--- src/rtl/cic_capture_ctrl_if.sv ---
// Output stream of the CIC capture sequencer: FIFO head word offered on a
// valid/ready handshake. The sequencer drives the master side and the
// readout logic sits on the slave side.
interface cic_capture_ctrl_if #(
  parameter int DATA_W = 25
);
  logic [DATA_W-1:0] out_data;
  logic              out_valid;
  logic              out_ready;

  modport master (
    output out_data,
    output out_valid,
    input  out_ready
  );

  modport slave (
    input  out_data,
    input  out_valid,
    output out_ready
  );
endinterface

--- src/rtl/cic_capture_ctrl.sv ---
// Sequencer for the sigma-delta / CIC3 decimator datapath.
// Generates the decimation strobe for the comb stage, throws away the CIC
// fill-up words after every start, and queues the valid decimated words in
// a small FIFO that is drained over a valid/ready stream. A sticky flag
// records any word dropped because the FIFO was full.
module cic_capture_ctrl #(
  parameter int DATA_W   = 25,
  parameter int CNT_W    = 8,
  parameter int CIC_LAT  = 1,
  parameter int SETTLE_N = 3,
  parameter int DEPTH    = 4
) (
  input  logic                     clk,
  input  logic                     reset,
  input  logic                     enable,
  input  logic [CNT_W-1:0]         dec_ratio_m1,
  input  logic [DATA_W-1:0]        cic_data,
  output logic                     dec_strobe,
  cic_capture_ctrl_if.master       stream,
  output logic [$clog2(DEPTH):0]   fifo_level,
  output logic                     settling,
  output logic                     overflow,
  input  logic                     overflow_clr
);

  localparam int AW = $clog2(DEPTH);
  localparam int LW = AW + 1;
  localparam int SW = (SETTLE_N < 1) ? 1 : $clog2(SETTLE_N + 1);

  typedef enum logic [1:0] {
    ST_IDLE,
    ST_SETTLE,
    ST_RUN
  } state_t;

  state_t            state;
  state_t            state_next;

  logic              running;
  logic              start;
  logic              stop;

  logic [CNT_W-1:0]  cnt;
  logic [CNT_W-1:0]  ratio_q;

  logic [CIC_LAT-1:0] cap_pipe;
  logic [CIC_LAT-1:0] pipe_in;
  logic               pipe_clr;
  logic               cap_en;

  logic [SW-1:0]     discard_cnt;
  logic              cap_discard;
  logic              push;

  logic [DATA_W-1:0] mem [DEPTH];
  logic [LW-1:0]     wr_ptr;
  logic [LW-1:0]     rd_ptr;
  logic [LW-1:0]     level;
  logic [LW-1:0]     level_after_pop;
  logic [LW-1:0]     rd_next;
  logic              full;
  logic              pop;
  logic              push_ok;
  logic              ov_set;
  logic [DATA_W-1:0] head_reg;
  logic [DATA_W-1:0] head_next;

  // Control qualifiers shared by the FSM and the datapath.
  assign running  = (state != ST_IDLE);
  assign start    = (state == ST_IDLE) && enable;
  assign stop     = running && !enable;
  assign settling = (state == ST_SETTLE);

  // Strobe fires on the terminal count, so the period is ratio_q + 1.
  assign dec_strobe = running && (cnt == ratio_q);

  // ------------------------------------------------------------------
  // Sequencer FSM
  // ------------------------------------------------------------------

  // State register.
  always_ff @(posedge clk or posedge reset) begin
    if (reset) state <= ST_IDLE;
    else       state <= state_next;
  end

  // Next state: leave SETTLE on the cycle of the last discard so the very
  // next capture already goes to the FIFO; enable low always wins.
  always_comb begin
    state_next = state;
    case (state)
      ST_IDLE: begin
        if (enable) state_next = ST_SETTLE;
      end
      ST_SETTLE: begin
        if (!enable) state_next = ST_IDLE;
        else if (cap_en && (discard_cnt == SW'(SETTLE_N - 1))) state_next = ST_RUN;
      end
      ST_RUN: begin
        if (!enable) state_next = ST_IDLE;
      end
      default: state_next = ST_IDLE;
    endcase
  end

  // ------------------------------------------------------------------
  // Decimation counter
  // ------------------------------------------------------------------

  // Ratio is latched only at start; a zero ratio is bumped to 1 so the
  // strobe can never be stuck high.
  always_ff @(posedge clk or posedge reset) begin
    if (reset) ratio_q <= '0;
    else if (start) ratio_q <= (dec_ratio_m1 == '0) ? CNT_W'(1) : dec_ratio_m1;
  end

  // Free-running counter while active, held at zero otherwise.
  always_ff @(posedge clk or posedge reset) begin
    if (reset)                     cnt <= '0;
    else if (!running || stop)     cnt <= '0;
    else if (cnt == ratio_q)       cnt <= '0;
    else                           cnt <= cnt + CNT_W'(1);
  end

  // ------------------------------------------------------------------
  // Capture pipeline: strobe delayed by the CIC output latency
  // ------------------------------------------------------------------
  genvar gi;
  generate
    for (gi = 0; gi < CIC_LAT; gi++) begin : g_pipe
      if (gi == 0) begin : g_first
        assign pipe_in[gi] = dec_strobe;
      end else begin : g_rest
        assign pipe_in[gi] = cap_pipe[gi - 1];
      end
    end
  endgenerate

  // Stopping (or idling) wipes strobes still in flight; a capture that is
  // already at the end of the chain this cycle is still consumed below.
  assign pipe_clr = !running || stop;

  // Strobe delay line.
  always_ff @(posedge clk or posedge reset) begin
    if (reset)         cap_pipe <= '0;
    else if (pipe_clr) cap_pipe <= '0;
    else               cap_pipe <= pipe_in;
  end

  assign cap_en      = cap_pipe[CIC_LAT - 1];
  assign cap_discard = cap_en && (state == ST_SETTLE);
  assign push        = cap_en && (state == ST_RUN);

  // Number of settling words thrown away since the last start.
  always_ff @(posedge clk or posedge reset) begin
    if (reset)            discard_cnt <= '0;
    else if (start)       discard_cnt <= '0;
    else if (cap_discard) discard_cnt <= discard_cnt + SW'(1);
  end

  // ------------------------------------------------------------------
  // Capture FIFO
  // ------------------------------------------------------------------
  assign level           = wr_ptr - rd_ptr;
  assign full            = (level == LW'(DEPTH));
  assign stream.out_valid = (level != '0);
  assign pop             = stream.out_valid && stream.out_ready;
  // A full FIFO still accepts a word when the head leaves in the same cycle.
  assign push_ok         = push && (!full || pop);
  assign ov_set          = push && full && !pop;
  assign level_after_pop = level - LW'(pop);
  assign rd_next         = rd_ptr + LW'(pop);
  assign fifo_level      = level;
  assign stream.out_data = head_reg;

  // Pointers carry a wrap bit so full and empty are distinguishable.
  always_ff @(posedge clk or posedge reset) begin
    if (reset) begin
      wr_ptr <= '0;
      rd_ptr <= '0;
    end else if (start) begin
      wr_ptr <= '0;
      rd_ptr <= '0;
    end else begin
      wr_ptr <= wr_ptr + LW'(push_ok);
      rd_ptr <= rd_next;
    end
  end

  // Storage array, no reset needed: only slots behind the write pointer are read.
  always_ff @(posedge clk) begin
    if (push_ok) mem[wr_ptr[AW-1:0]] <= cic_data;
  end

  // Head word after this cycle: the incoming word if the FIFO ends up
  // holding only it, otherwise the entry at the advanced read pointer.
  always_comb begin
    head_next = '0;
    if (start) begin
      head_next = '0;
    end else if (level_after_pop == '0) begin
      head_next = push_ok ? cic_data : '0;
    end else begin
      head_next = mem[rd_next[AW-1:0]];
    end
  end

  // Registered head so out_data never sees the array read path directly.
  always_ff @(posedge clk or posedge reset) begin
    if (reset) head_reg <= '0;
    else       head_reg <= head_next;
  end

  // Sticky overflow; a fresh drop beats a simultaneous clear.
  always_ff @(posedge clk or posedge reset) begin
    if (reset)             overflow <= 1'b0;
    else if (ov_set)       overflow <= 1'b1;
    else if (overflow_clr) overflow <= 1'b0;
  end

endmodule

--- src/flat_wrapper.sv ---
// flat-port wrapper written by rule: the top's interface ports become plain ports
module cic_capture_ctrl_flat 
#(
  parameter int DATA_W   = 25,
  parameter int CNT_W    = 8,
  parameter int CIC_LAT  = 1,
  parameter int SETTLE_N = 3,
  parameter int DEPTH    = 4
)
  (clk, reset, enable, dec_ratio_m1, cic_data, dec_strobe, fifo_level, settling, overflow, overflow_clr, stream_out_data, stream_out_valid, stream_out_ready);
  cic_capture_ctrl_if #(.DATA_W(DATA_W)) stream_i ();
  input  logic clk;
  input  logic reset;
  input  logic enable;
  input  logic [CNT_W-1:0] dec_ratio_m1;
  input  logic [DATA_W-1:0] cic_data;
  output logic dec_strobe;
  output logic [$clog2(DEPTH):0] fifo_level;
  output logic settling;
  output logic overflow;
  input  logic overflow_clr;
  output wire logic [$bits(stream_i.out_data)-1:0] stream_out_data;
  output wire logic [$bits(stream_i.out_valid)-1:0] stream_out_valid;
  input wire logic [$bits(stream_i.out_ready)-1:0] stream_out_ready;
  assign stream_out_data = stream_i.out_data;
  assign stream_out_valid = stream_i.out_valid;
  assign stream_i.out_ready = stream_out_ready;
  cic_capture_ctrl #(.DATA_W(DATA_W), .CNT_W(CNT_W), .CIC_LAT(CIC_LAT), .SETTLE_N(SETTLE_N), .DEPTH(DEPTH)) u_core (.clk(clk), .reset(reset), .enable(enable), .dec_ratio_m1(dec_ratio_m1), .cic_data(cic_data), .dec_strobe(dec_strobe), .stream(stream_i), .fifo_level(fifo_level), .settling(settling), .overflow(overflow), .overflow_clr(overflow_clr));
endmodule
--- config.mk ---
export PLATFORM = sky130hd
export DESIGN_NAME = cic_capture_ctrl_flat
export DESIGN_NICKNAME = d
export VERILOG_FILES = /design/src/rtl/cic_capture_ctrl_if.sv /design/src/rtl/cic_capture_ctrl.sv /design/src/flat_wrapper.sv
export SDC_FILE = /design/constraint.sdc
export NUM_CORES = 1
export LEC_CHECK = 0
export CAP_MARGIN = 10
export CORE_MARGIN = 5
export CORE_UTILIZATION = 60
export CTS_CLUSTER_SIZE = 25
export DETAILED_ROUTE_END_ITERATION = 10
export PLACE_DENSITY = 0.85
export SYNTH_ARGS = -nofsm -noshare
export SYNTH_HDL_FRONTEND = slang
export SYNTH_SLANG_ARGS = --single-unit
--- constraint.sdc ---
create_clock -name clk -period 11.4 [get_ports clk]
set_input_delay 3.42 -clock clk [delete_from_list [all_inputs] [get_ports clk]]
set_output_delay 3.42 -clock clk [all_outputs]
set_load 0.01 [all_outputs]
==> results.tsv <==
metric	value	unit
min-delay-start	u_core.ratio_q[6]	
path_clk_slew	0.06	ns
synthTopCellsByArea	edfxtp_1 (50%), dfrtp_1 (22%), mux4_2 (9.5%)	
leakagePower	2.740	nW
grt-ovfl-total	0	
core_area	9729	um^2
syn_area	5957	um^2
grt_pass1_wl	19310	um
drt_iter0_drc	232	
grt_util_all_layers	0.2206	
setup_tns	0	ns
drv_slew	0	
whs_endpoint	u_core.ratio_q[6]	
cts_tree	built	
yosysTopAreaCell	edfxtp_1	
cap_violations	0	
postRouteAntennaNets	0	
antennaDiodeCount	0	
holdCritPathClass	flop to flop	
vias_per_cell	5.907	
worstPathArrival	2.73	ns
via_count	3355	
peakVddDrop	0.1310	mV
ys_seq_elements	153	
nets	469	
drive_gt1_frac	0.1678	
row_count	36	
relSlewSlack	0.2748	
portBuffers	69	
grt_pass1_vias	3560	
synth_seq_area_share	0.7267	
r2r-start	u_core.wr_ptr[0]	
wire_per_inst	21.56	um
post-route-min-period	6.150	ns
area_growth	24.24	%
timing.rr.end	u_core.stream.out_data[12]	
die_h	109.6	um
cts_made_buffers	17	
final_cell_mix	edfxtp_1 (100), clkdlybuf4s50_1 (69), dfrtp_1 (53)	
syn_avg_cell_area	17.47	um^2
cts_root_buf	clkbuf_8	
cts-resized-gates	0	
die_w	109.6	um
skew	0.007442	ns
holdPathStages	2	
clock.fmax	162.6	MHz
crit_fanout	5	
fin_crit_sh	0.5394	
rsz0062_at_grt	no	
dp_hpwl	6793	um
syn_inst	341	
mostFrequentLayoutCell	edfxtp_1	
tightest_slew	1.088	ns
worstSetupPathType	flop to output port	
postCtsSetupBuffers	0	
status	completed	
clock_latency	0.51	ns
clock_path_buffers	2	
rr_worst_depth	9	
h-tree-depth	4	
yosysWarnings	0	
synth_fp_nets	388	
hold_buffers	0	
drt_first_pass_iters	5	
routed_wl	12250	um
setup_viol	0	
gp_congestion	0.7895	
hold_ws	0.5070	ns
fin_util	0.7607	
antenna_found_initial	0	
worstSetupEndpointType	output port	
cp-start-kind	flop	
synth_cell_types	32	
dieArea	12020	um^2
rrSetupSlack	7.65	ns
ioPinCount	70	
drc	0	
required	7.98	ns
grt_start_max_net_pins	54	
synth_top_area_frac	0.5041	
finalHoldViolCount	0	
start_util	0.6123	
cts_sinks	153	
power_density	244.8	nW/um^2
==> report_power, final <==
group / switching (W) / total, W / internal, W
Combinational: 0.000280 / 0.000588 / 0.000308
Sequential: 0.0000226 / 0.000667 / 0.000644
Clock: 0.000222 / 0.000557 / 0.000335
Total: 0.000524 / 0.00181 / 0.00129
==> through the flow <==
step	power [W]	area (um^2)	instances	setup slack, ns
after detailed placement	0.001264	6812	536	5.362
final	0.001811	7401	568	5.250
after floorplan	0.001072	5957	341	5.561
after global routing	0.001902	7401	568	5.108
after CTS	0.001831	7401	568	5.223
after global placement	0.001250	6812	536	5.422
==> flip-flops by register name (all words and copies together) (netlist names) <==
name                    cells
u_core.discard_cnt          2
u_core.cnt                  8
u_core.wr_ptr               3
u_core.overflow             1
u_core.cap_en               1
u_core.rd_ptr               3
u_core.state                2
u_core.stream.out_data     25
u_core.ratio_q              8
u_core.mem                100
==> Yosys cell counts <==
| library cell | instances |
|---|---|
| clkbuf_1 | 5 |
| mux4_2 | 25 |
| xnor2_2 | 1 |
| inv_1 | 10 |
| a32o_1 | 23 |
| o21ai_0 | 2 |
| nand3_1 | 11 |
| a21oi_2 | 1 |
| and3_1 | 2 |
| and2_1 | 7 |
| nand3b_1 | 1 |
| a211o_1 | 1 |
| buf_6 | 2 |
| xnor2_1 | 4 |
| buf_2 | 7 |
| nand2_1 | 26 |
| nor2_1 | 15 |
| fa_1 | 1 |
| a311oi_1 | 1 |
| nand2b_1 | 2 |
| nor4_1 | 3 |
| o2bb2ai_1 | 2 |
| o22ai_1 | 1 |
| nor3_1 | 5 |
| xor2_1 | 14 |
| dfrtp_1 | 53 |
| inv_2 | 2 |
| nor2b_1 | 1 |
| edfxtp_1 | 100 |
| a21oi_1 | 4 |
| ha_1 | 8 |
| buf_1 | 1 |
==> worst max-delay path by stage <==
| stage | start | to | cells after the start |
|---|---|---|---|
| floorplan | stream_out_ready | u_core.mem[0][0] | 4 |
| global placement | stream_out_ready | u_core.stream.out_data[23] | 6 |
| detailed placement | stream_out_ready | u_core.stream.out_data[5] | 6 |
| CTS | u_core.wr_ptr[0] | fifo_level[2] | 7 |
| global route | u_core.wr_ptr[0] | fifo_level[2] | 7 |
| finish | u_core.wr_ptr[0] | fifo_level[2] | 7 |
==> worst max-delay path, cell delays in order, from the launching register on <==
cell	delay, ns
dfrtp_1	0.47
inv_1	0.07
ha_1	0.20
fa_1	0.46
xor2_1	0.17
xnor2_1	0.27
inv_2	0.10
clkdlybuf4s50_1	0.49
==> kinds of logic (layout without fill, tap and decap cells) <==
| group | Yosys count | count (layout) | synth area share |
|---|---|---|---|
| fa+ha+maj | 9 | 9 | 0.02016 |
| compound gates | 35 | 35 | 0.05209 |
| mux | 25 | 25 | 0.09452 |
| xor+xnor | 19 | 19 | 0.02920 |
| buf+inv | 27 | 121 | 0.02100 |
| simple gates | 73 | 73 | 0.05629 |
| flops | 153 | 153 | 0.7267 |
==> layer usage <==
metal / vias up / part of all wire / GRT usage
li1: 1478 / - / -
met4: 0 / 0.0038 / 0.04274
met2: 136 / 0.53 / 0.3714
met3: 5 / 0.077 / 0.05402
met1: 1736 / 0.39 / 0.2990
met5: - / 0 / 0
==> layout make-up <==
type                    count  area (um^2)
clock buffers              18        417.9
clock inverters            14        171.4
fillers                   565         2328
inverters                  12        45.04
multi-input cells         161         1520
flip-flops and latches    153         4329
well taps                 133        166.4
repair buffers             77        750.7
Note: power is estimated with default switching activity, not from simulation.
